[config.mk]
export PLATFORM = sky130hd
export DESIGN_NAME = saturating_requantizer
export DESIGN_NICKNAME = d
export VERILOG_FILES = /design/src/rtl/nn_quant_pkg.sv /design/src/rtl/requant_lane.sv /design/src/rtl/saturating_requantizer.sv
export SDC_FILE = /design/constraint.sdc
export NUM_CORES = 1
export LEC_CHECK = 0
export BUFFER_PORTS_ARGS = -buffer_cell sky130_fd_sc_hd__buf_2
export CORE_UTILIZATION = 38
export DETAILED_ROUTE_END_ITERATION = 7
export MAX_ROUTING_LAYER = met4
export SYNTH_ARGS = -nofsm -noshare
export SYNTH_HDL_FRONTEND = slang
export SYNTH_HIERARCHICAL = 1
export SYNTH_SLANG_ARGS = --single-unit
export TNS_END_PERCENT = 1
[constraint.sdc]
create_clock -name clk_in -period 8.9 [get_ports clk_in]
set_input_delay 0 -clock clk_in [delete_from_list [all_inputs] [get_ports clk_in]]
set_output_delay 0 -clock clk_in [all_outputs]
set_load 0.01 [all_outputs]
[src/rtl/nn_quant_pkg.sv]
// Shared quantisation types and helpers for the neuron datapath.
// Lane widths live here so every quantising block agrees on acc_t/act_t.
package nn_quant_pkg;

  localparam int IN_WIDTH        = 32;
  localparam int OUT_WIDTH       = 16;
  localparam int SHIFT_ARG_WIDTH = 8;

  typedef logic signed [IN_WIDTH-1:0]  acc_t;
  typedef logic signed [OUT_WIDTH-1:0] act_t;
  // One extra bit so the rounding bias can never wrap the accumulator.
  typedef logic signed [IN_WIDTH:0]    wide_t;
  typedef logic [SHIFT_ARG_WIDTH-1:0]  shamt_t;

  localparam act_t ACT_MAX = {1'b0, {(OUT_WIDTH-1){1'b1}}};
  localparam act_t ACT_MIN = {1'b1, {(OUT_WIDTH-1){1'b0}}};

  typedef struct packed {
    act_t value;
    logic sat;
  } sat_result_t;

  // Shifting by more than IN_WIDTH-1 adds nothing, so cap it there.
  function automatic shamt_t clamp_shift(input shamt_t sh);
    shamt_t res;
    if (sh > shamt_t'(IN_WIDTH - 1)) res = shamt_t'(IN_WIDTH - 1);
    else                             res = sh;
    return res;
  endfunction

  // Arithmetic right shift with round-half-up, evaluated one bit wider.
  function automatic wide_t round_shift(input acc_t x, input shamt_t sh);
    shamt_t s;
    wide_t  ext;
    wide_t  bias;
    wide_t  res;
    s   = clamp_shift(sh);
    ext = wide_t'(x);
    if (s == '0) begin
      res = ext;
    end else begin
      bias = wide_t'(1) << (s - shamt_t'(1));
      res  = (ext + bias) >>> s;
    end
    return res;
  endfunction

  // Clip a rounded value into the signed activation range.
  function automatic sat_result_t saturate(input wide_t r);
    sat_result_t res;
    if (r > wide_t'(ACT_MAX)) begin
      res.value = ACT_MAX;
      res.sat   = 1'b1;
    end else if (r < wide_t'(ACT_MIN)) begin
      res.value = ACT_MIN;
      res.sat   = 1'b1;
    end else begin
      res.value = act_t'(r[OUT_WIDTH-1:0]);
      res.sat   = 1'b0;
    end
    return res;
  endfunction

  // Single-cycle combination for blocks that do not pipeline the two steps.
  function automatic sat_result_t sat_round_shift(input acc_t x, input shamt_t sh);
    return saturate(round_shift(x, sh));
  endfunction

endpackage

[src/rtl/requant_lane.sv]
// One requantiser lane: S1 holds the rounded/shifted value, S2 holds the
// saturated activation and its flag. Load enables come from the shared
// handshake control in the top level.
module requant_lane
  import nn_quant_pkg::*;
(
  input  logic   clk,
  input  logic   rst_n,
  input  logic   s1_load,
  input  logic   s2_load,
  input  acc_t   acc,
  input  shamt_t shift,
  output act_t   act,
  output logic   sat
);

  wide_t       s1_rounded;
  sat_result_t s2_next;

  // S1: capture the shifted and rounded accumulator when a beat is accepted.
  always_ff @(posedge clk) begin
    if (!rst_n)       s1_rounded <= '0;
    else if (s1_load) s1_rounded <= round_shift(acc, shift);
  end

  // Saturation of the S1 value feeding the output register.
  always_comb begin
    s2_next = saturate(s1_rounded);
  end

  // S2: output registers, held while the downstream stalls.
  always_ff @(posedge clk) begin
    if (!rst_n) begin
      act <= '0;
      sat <= 1'b0;
    end else if (s2_load) begin
      act <= s2_next.value;
      sat <= s2_next.sat;
    end
  end

endmodule

[src/rtl/saturating_requantizer.sv]
// Multi-channel saturating requantiser: per-lane shift/round/saturate in a
// two-stage valid/ready pipeline, with an optional saturation event counter
// enabled by defining SAT_COUNTER_EN.
module saturating_requantizer
  import nn_quant_pkg::*;
#(
  parameter int NUM_CHANNELS = 4,
  parameter int SHIFT_WIDTH  = 5,
  parameter int COUNT_WIDTH  = 16
) (
  input  logic                           clk_in,
  input  logic                           rst_n_in,
  input  logic                           valid_in,
  output logic                           ready_out,
  input  logic [NUM_CHANNELS*IN_WIDTH-1:0]  data_in,
  input  logic [SHIFT_WIDTH-1:0]         shift_in,
  output logic                           valid_out,
  input  logic                           ready_in,
  output logic [NUM_CHANNELS*OUT_WIDTH-1:0] data_out,
  output logic [NUM_CHANNELS-1:0]        sat_flags_out,
  input  logic                           clear_count_in,
  output logic [COUNT_WIDTH-1:0]         sat_count_out
);

  logic   s1_valid;
  logic   s2_valid;
  logic   s1_take;
  logic   s2_take;
  logic   accept;
  logic   s2_load;
  shamt_t shift_clamped;

  // Stage enables: a stage takes a beat when empty or when its successor drains.
  always_comb begin
    s2_take = !s2_valid || ready_in;
    s1_take = !s1_valid || s2_take;
    accept  = valid_in && s1_take;
    s2_load = s1_valid && s2_take;
  end

  assign ready_out = s1_take;
  assign valid_out = s2_valid;

  // Cap the runtime shift before it reaches the lanes.
  always_comb begin
    if (32'(shift_in) > 32'(IN_WIDTH - 1)) shift_clamped = shamt_t'(IN_WIDTH - 1);
    else                                   shift_clamped = shamt_t'(shift_in);
  end

  // Stage valid bits; reset drops any in-flight beats.
  always_ff @(posedge clk_in) begin
    if (!rst_n_in) begin
      s1_valid <= 1'b0;
      s2_valid <= 1'b0;
    end else begin
      if (s1_take) s1_valid <= valid_in;
      if (s2_take) s2_valid <= s1_valid;
    end
  end

  for (genvar k = 0; k < NUM_CHANNELS; k++) begin : g_lane
    requant_lane u_lane (
      .clk     (clk_in),
      .rst_n   (rst_n_in),
      .s1_load (accept),
      .s2_load (s2_load),
      .acc     (data_in[k*IN_WIDTH +: IN_WIDTH]),
      .shift   (shift_clamped),
      .act     (data_out[k*OUT_WIDTH +: OUT_WIDTH]),
      .sat     (sat_flags_out[k])
    );
  end

`ifdef SAT_COUNTER_EN
  localparam int CW1 = COUNT_WIDTH + 1;

  logic                   out_fire;
  logic [COUNT_WIDTH:0]   flag_total;
  logic [COUNT_WIDTH:0]   count_sum;
  logic [COUNT_WIDTH-1:0] count_q;
  logic [COUNT_WIDTH-1:0] count_next;

  // Popcount of the outgoing flags added to the counter, sticking at all-ones.
  always_comb begin
    out_fire   = s2_valid && ready_in;
    flag_total = '0;
    for (int k = 0; k < NUM_CHANNELS; k++) begin
      flag_total = flag_total + CW1'(sat_flags_out[k]);
    end
    count_sum = {1'b0, count_q} + flag_total;
    if (count_sum[COUNT_WIDTH]) count_next = '1;
    else                        count_next = count_sum[COUNT_WIDTH-1:0];
  end

  // Saturation event counter; a clear beats a same-cycle increment.
  always_ff @(posedge clk_in) begin
    if (!rst_n_in)           count_q <= '0;
    else if (clear_count_in) count_q <= '0;
    else if (out_fire)       count_q <= count_next;
  end

  assign sat_count_out = count_q;
`else
  logic unused_clear;
  assign unused_clear  = clear_count_in;
  assign sat_count_out = '0;
`endif

endmodule

==> results of run 1 <==
kinds of logic after synthesis:
family / Yosys count / share of synthesized area, %
mux: 156 / 6.14
compound gates: 1524 / 37.9
buf+inv: 374 / 5.74
fa+ha+maj: 136 / 6.21
xor+xnor: 93 / 3.01
simple gates: 1517 / 26.5
flops: 202 / 14.5
other cells: 1 / 0.0134
routing by layer:
| metal | GRT usage [%] |
|---|---|
| met1 | 40.5 |
| met5 | - |
| met3 | 3.67 |
| met2 | 46.0 |
| met4 | 9.36 |
timing repair:
action / in CTS / in global routing
endpoints found under the hold margin: 114 / 0
setup endpoints to repair: 0 / 0
hold buffers: 104 / 0
through the flow:
| step | area [um2] | util (%) | worst slack (ns) | hold slack, ns | instances |
|---|---|---|---|---|---|
| floorplan | 28100 | - | 3.75 | 0.116 | 4051 |
| global placement | 29300 | 40.6 | 2.52 | 0.294 | 4933 |
| detailed placement | 29300 | 40.6 | 2.48 | 0.299 | 4933 |
| CTS | 31100 | 43.2 | 3.07 | 0.000589 | 5077 |
| global route | 31200 | 43.2 | 2.43 | 0.0293 | 5079 |
==> metrics.md, run 1 <==
| Metric | Value |
|---|---|
| Status | stopped before the end |
| Failed at | detailed routing |
| Run Error | [ERROR DRT-0255] Maze Route cannot find path of net clk_in in worker of routeBox ( 241500 0 ) ( 272960 48300 ). |
| Number of global-route vias before repair | around 30000 |
| Placer Congestion | between 0.9 and 1 |
| Avg Cell Area, Syn | between 6 and 7 um2 |
| Share of the synthesized area in the top cell type | 14.5% |
| Primary FF master, synth | dfxtp_1 |
| Yosys cell types | between 100 and 150 |
| FP Rows | 98 |
| Io pins | 224 |
| Syn Inst Count | 4003 |
| # clock sinks | roughly 200 |
| Synth cell count leaders | nor2_1, nand2_1, o21ai_0 |
| # Post-CTS Setup Buffers | 0 |
| EDFF count, synth | 0 |
| Area contributors post-synth | dfxtp_1, ha_1, nor2_1 |
| Synth area leader | dfxtp_1 |
| Clock buffer depth | 3 |
| Port Buffers | roughly 200 |
| First-pass GRT wire length | 175 mm |
| Cell Area, Synth | 27900 um2 |
| Largest net degree at the start of global routing | around 160 |
| Sequential area share after synthesis | approximately 14% |
| DPL Wire Length | between 80 and 90 mm |
| Post-cts gate resize count | 0 |
| Total CTS buffers | 24 |
| Cell at the root of the clock tree | clkbuf_16 |
| Die height | around 270 um |
| Antenna violations before repair | 2 |
| CTS H-tree depth | 1 |
| Register bit total from synthesis | between 200 and 250 |
| Die Width | around 270 um |
| Count leader, synth | nor2_1 |
| YS warnings | 6 |
| Ys async rst share | 0% |
| Initial core utilization | 38.7% |
| Total gr overflow | 0 |
| GRT Overall Usage | between 20 and 30% |
==> run 2: changes to the inputs <==
CORE_UTILIZATION = 23   (was 38)
MAX_ROUTING_LAYER = unset   (was met4)
PLACE_DENSITY_LB_ADDON = 0.15   (was unset)
==> metrics.md, run 2 <==
| Metric | Value |
|---|---|
| Synth area leader | dfxtp_1 |
| Initial core utilization | 23.2% (-15 points) |
| Register bit total from synthesis | 202 (unchanged) |
| Area growth from synthesis to layout | 15.7% |
| Avg Cell Area, Syn | 6.97 um2 (unchanged) |
| Final wirelength | 133 mm |
| Synth cell count leaders | nor2_1, nand2_1, o21ai_0 |
| Clk_lat worst skew | 0.56 ns |
| Adder-Cell Fraction of Synth Area | 6.21% (unchanged) |
| TritonCTS clock tree | yes |
| Leak | approximately 13 nW |
| DPL Wire Length | 104 mm (+20%) |
| Fmax | about 160 MHz |
| # clock sinks | 202 (unchanged) |
| Worst-margin pin slew | around 1.2 ns |
| Nets | around 4400 |
| Final hold vios | 0 |
| Ys async rst share | 0% (unchanged) |
| 1st-pass router iterations | 8 |
| Min setup slack post-route | between 2 and 3 ns |
| DP Worst Slack | 2.34 ns (-0.144 ns) |
| Sequential area share after synthesis | 14.5% (unchanged) |
| Io pins | 224 (unchanged) |
| Type of the worst setup path | input port to flop |
| RSZ-0062 raised after global routing | no |
| Largest register FFs | 132 |
| Worst Hold Class | input port to flop |
| Routed Antenna Nets | 0 |
| Port Buffers | 206 (unchanged) |
| Compound-cell area share of the yosys netlist | 37.9% (unchanged) |
| Final Max Slew Viols | 0 |
| Simple-gate share of the synthesized area | 26.5% (unchanged) |
| Setup Viol. Count Final | 0 |
| Die Width | 350 um (+28%) |
| Dominant combinational cell family by area after synthesis | compound AO/OA/AOI/OAI gates |
| First-pass GRT wire length | 198 mm (+13%) |
| EDFF count, synth | 0 (unchanged) |
| Vias per cell | approximately 5.6 |
| Setup TNS | 0 ns |
| CP startpoint kind | input port |
| Cell Area, Synth | 27900 um2 (unchanged) |
| Vias post-DR | between 30000 and 40000 |
| Antenna violations before repair | 4 (+2) |
| Total CTS buffers | 27 (+13%) |
| CP Max Fanout | 32 |
| Most common cell after layout, fill and taps aside | nor2_1 |
| Detailed Route Iter0 Violations | slightly above 3000 |
| Post-Synth XOR/XNOR Area | 3.01% (unchanged) |
| Yosys cell types | 124 (unchanged) |
| Syn Inst Count | 4003 (unchanged) |
| Top reg by flops | g_lane.u_lane/s1_rounded |
| Number of global-route vias before repair | 30500 (+3.4%) |
| Max_cap viols | 0 |
| YS warnings | 6 (unchanged) |
| Die ar. | between 100000 and 150000 um2 |
| Primary FF master, synth | dfxtp_1 |
| PwrDens | a little over 100 nW/um2 |
| CTS H-tree depth | 1 (unchanged) |
| Total gr overflow | 0 (unchanged) |
| WP data arrival | just under 7 ns |
| Tmin final | roughly 6.4 ns |
| Mux contribution to synthesized area | 6.14% (unchanged) |
| Max-slew headroom | about 22% |
| Clock buffer depth | 3 (unchanged) |
| Clk_skew | 0.0161 ns |
| Cell at the root of the clock tree | clkbuf_16 |
| Share of the synthesized area in the top cell type | 14.5% (unchanged) |
| Worst EP required | 9.41 ns |
| Die height | 350 um (+28%) |
| Area contributors post-synth | dfxtp_1, ha_1, nor2_1 |
| Layout cells sized above 1 | about 11% |
| GRT Overall Usage | 20.9% (-9.1 points) |
| Final period utilization | between 70% and 80% |
| Critical path capture point type | flop |
| Status | finished clean |
| Count leader, synth | nor2_1 |
| Placer Congestion | 0.903 (-8.6%) |
| Biggest regs | g_lane.u_lane/s1_rounded x132, g_lane.u_lane/act x64, g_lane.u_lane/sat x4 |
| Maximum vdd drop | 0.132 mV |
| # DRC | 0 |
| Largest net degree at the start of global routing | 105 (-34%) |
| Core Area | about 120000 um2 |
| # Post-CTS Setup Buffers | 0 (unchanged) |
| Clock transition at the registers of the reported paths | 0.06 ns |
| FP Rows | 127 (+30%) |
| Most frequent cells in the layout | nor2_1, nand2_1, o21ai_0, a21oi_1, buf_2 |
| Routed len/inst | 23.0 um |
-- run 2: worst max-delay path: stages --
cell	delay (ns)
buf_2	0.10
or4_2	0.92
buf_4	0.37
inv_1	0.12
ha_1	0.36
or3_1	0.55
nand2b_1	0.28
nor2_1	0.14
ha_1	0.27
nand2_1	0.17
nor3_4	0.28
nand3_1	0.22
a21oi_1	0.43
o31ai_4	0.18
xnor2_1	0.83
o221ai_1	0.37
o21ai_0	0.37
o2111ai_1	0.17
a21boi_0	0.19
dlygate4sd3_1	0.56
-- run 2: final cells by class --
type                            instances  area (um2)
Inverter                               52         195
Clock buffer                           35         756
Tap cell                             1612        2020
Sequential cell                       202        4040
Clock inverter                         15         168
Timing Repair Buffer                  376        2610
Antenna cell                            2        5.00
Fill cell                           13600       87900
Multi-Input combinational cell       3475       22500
-- run 2: report_power, final --
group	switching [mW]	internal, mW	total, mW
clock	0.463	0.688	1.15
combinational	0.757	0.406	1.16
sequential	0.0594	0.981	1.04
-- run 2: timing repair --
item,in CTS,in global routing
hold buffers,111,0
hold endpoints to repair,118,0
resized for setup,0,0
-- run 2: final timing paths --
path / end / cells past startpoint / from / slack (ns)
worst max-delay path: g_lane[3].u_lane/s1_rounded[29] / 20 / shift_in[0] / 2.51
worst min-delay path: g_lane[2].u_lane/s1_rounded[1] / 4 / data_in[65] / 0.02
worst max register to register: g_lane[1].u_lane/s1_rounded[13] / 9 / valid_out / 5.51
worst min register to register: g_lane[2].u_lane/s1_rounded[9] / 2 / g_lane[2].u_lane/s1_rounded[9] / 0.44
-- run 2: logic make-up (layout without fill, tap and decap cells) --
| logic type | after synthesis | count (layout) |
|---|---|---|
| other | 1 | 51 |
| multiplexers | 156 | 156 |
| AND/OR/NAND/NOR | 1517 | 1517 |
| XOR/XNOR | 93 | 93 |
| adder cells (fa/ha/maj) | 136 | 136 |
| flip-flops | 202 | 202 |
| buffers and inverters | 374 | 478 |
| AO/OA/AOI/OAI | 1524 | 1524 |
-- run 2: layer usage --
layer	up-vias	part of all wire, %	GRT usage (%)
li1	15500	-	-
met1	15400	46	29.1
met2	1171	45	33.3
met3	158	5.9	2.52
met4	2	3.2	6.43
met5	-	0.0083	0
-- run 2: per-stage QoR --
stage	power [mW]	cell area (um2)	util, %	hold WS (ns)	cells
global placement	2.17	30200	25.2	0.284	5606
CTS	3.39	32300	26.9	0.00562	5767
floorplan	1.76	28100	-	0.116	4051
detailed placement	2.17	30200	25.2	0.286	5606
global route	3.54	32300	26.9	0.0144	5767
finish	3.35	32300	26.9	0.0242	5769
Note: power is estimated with default switching activity, not from simulation.
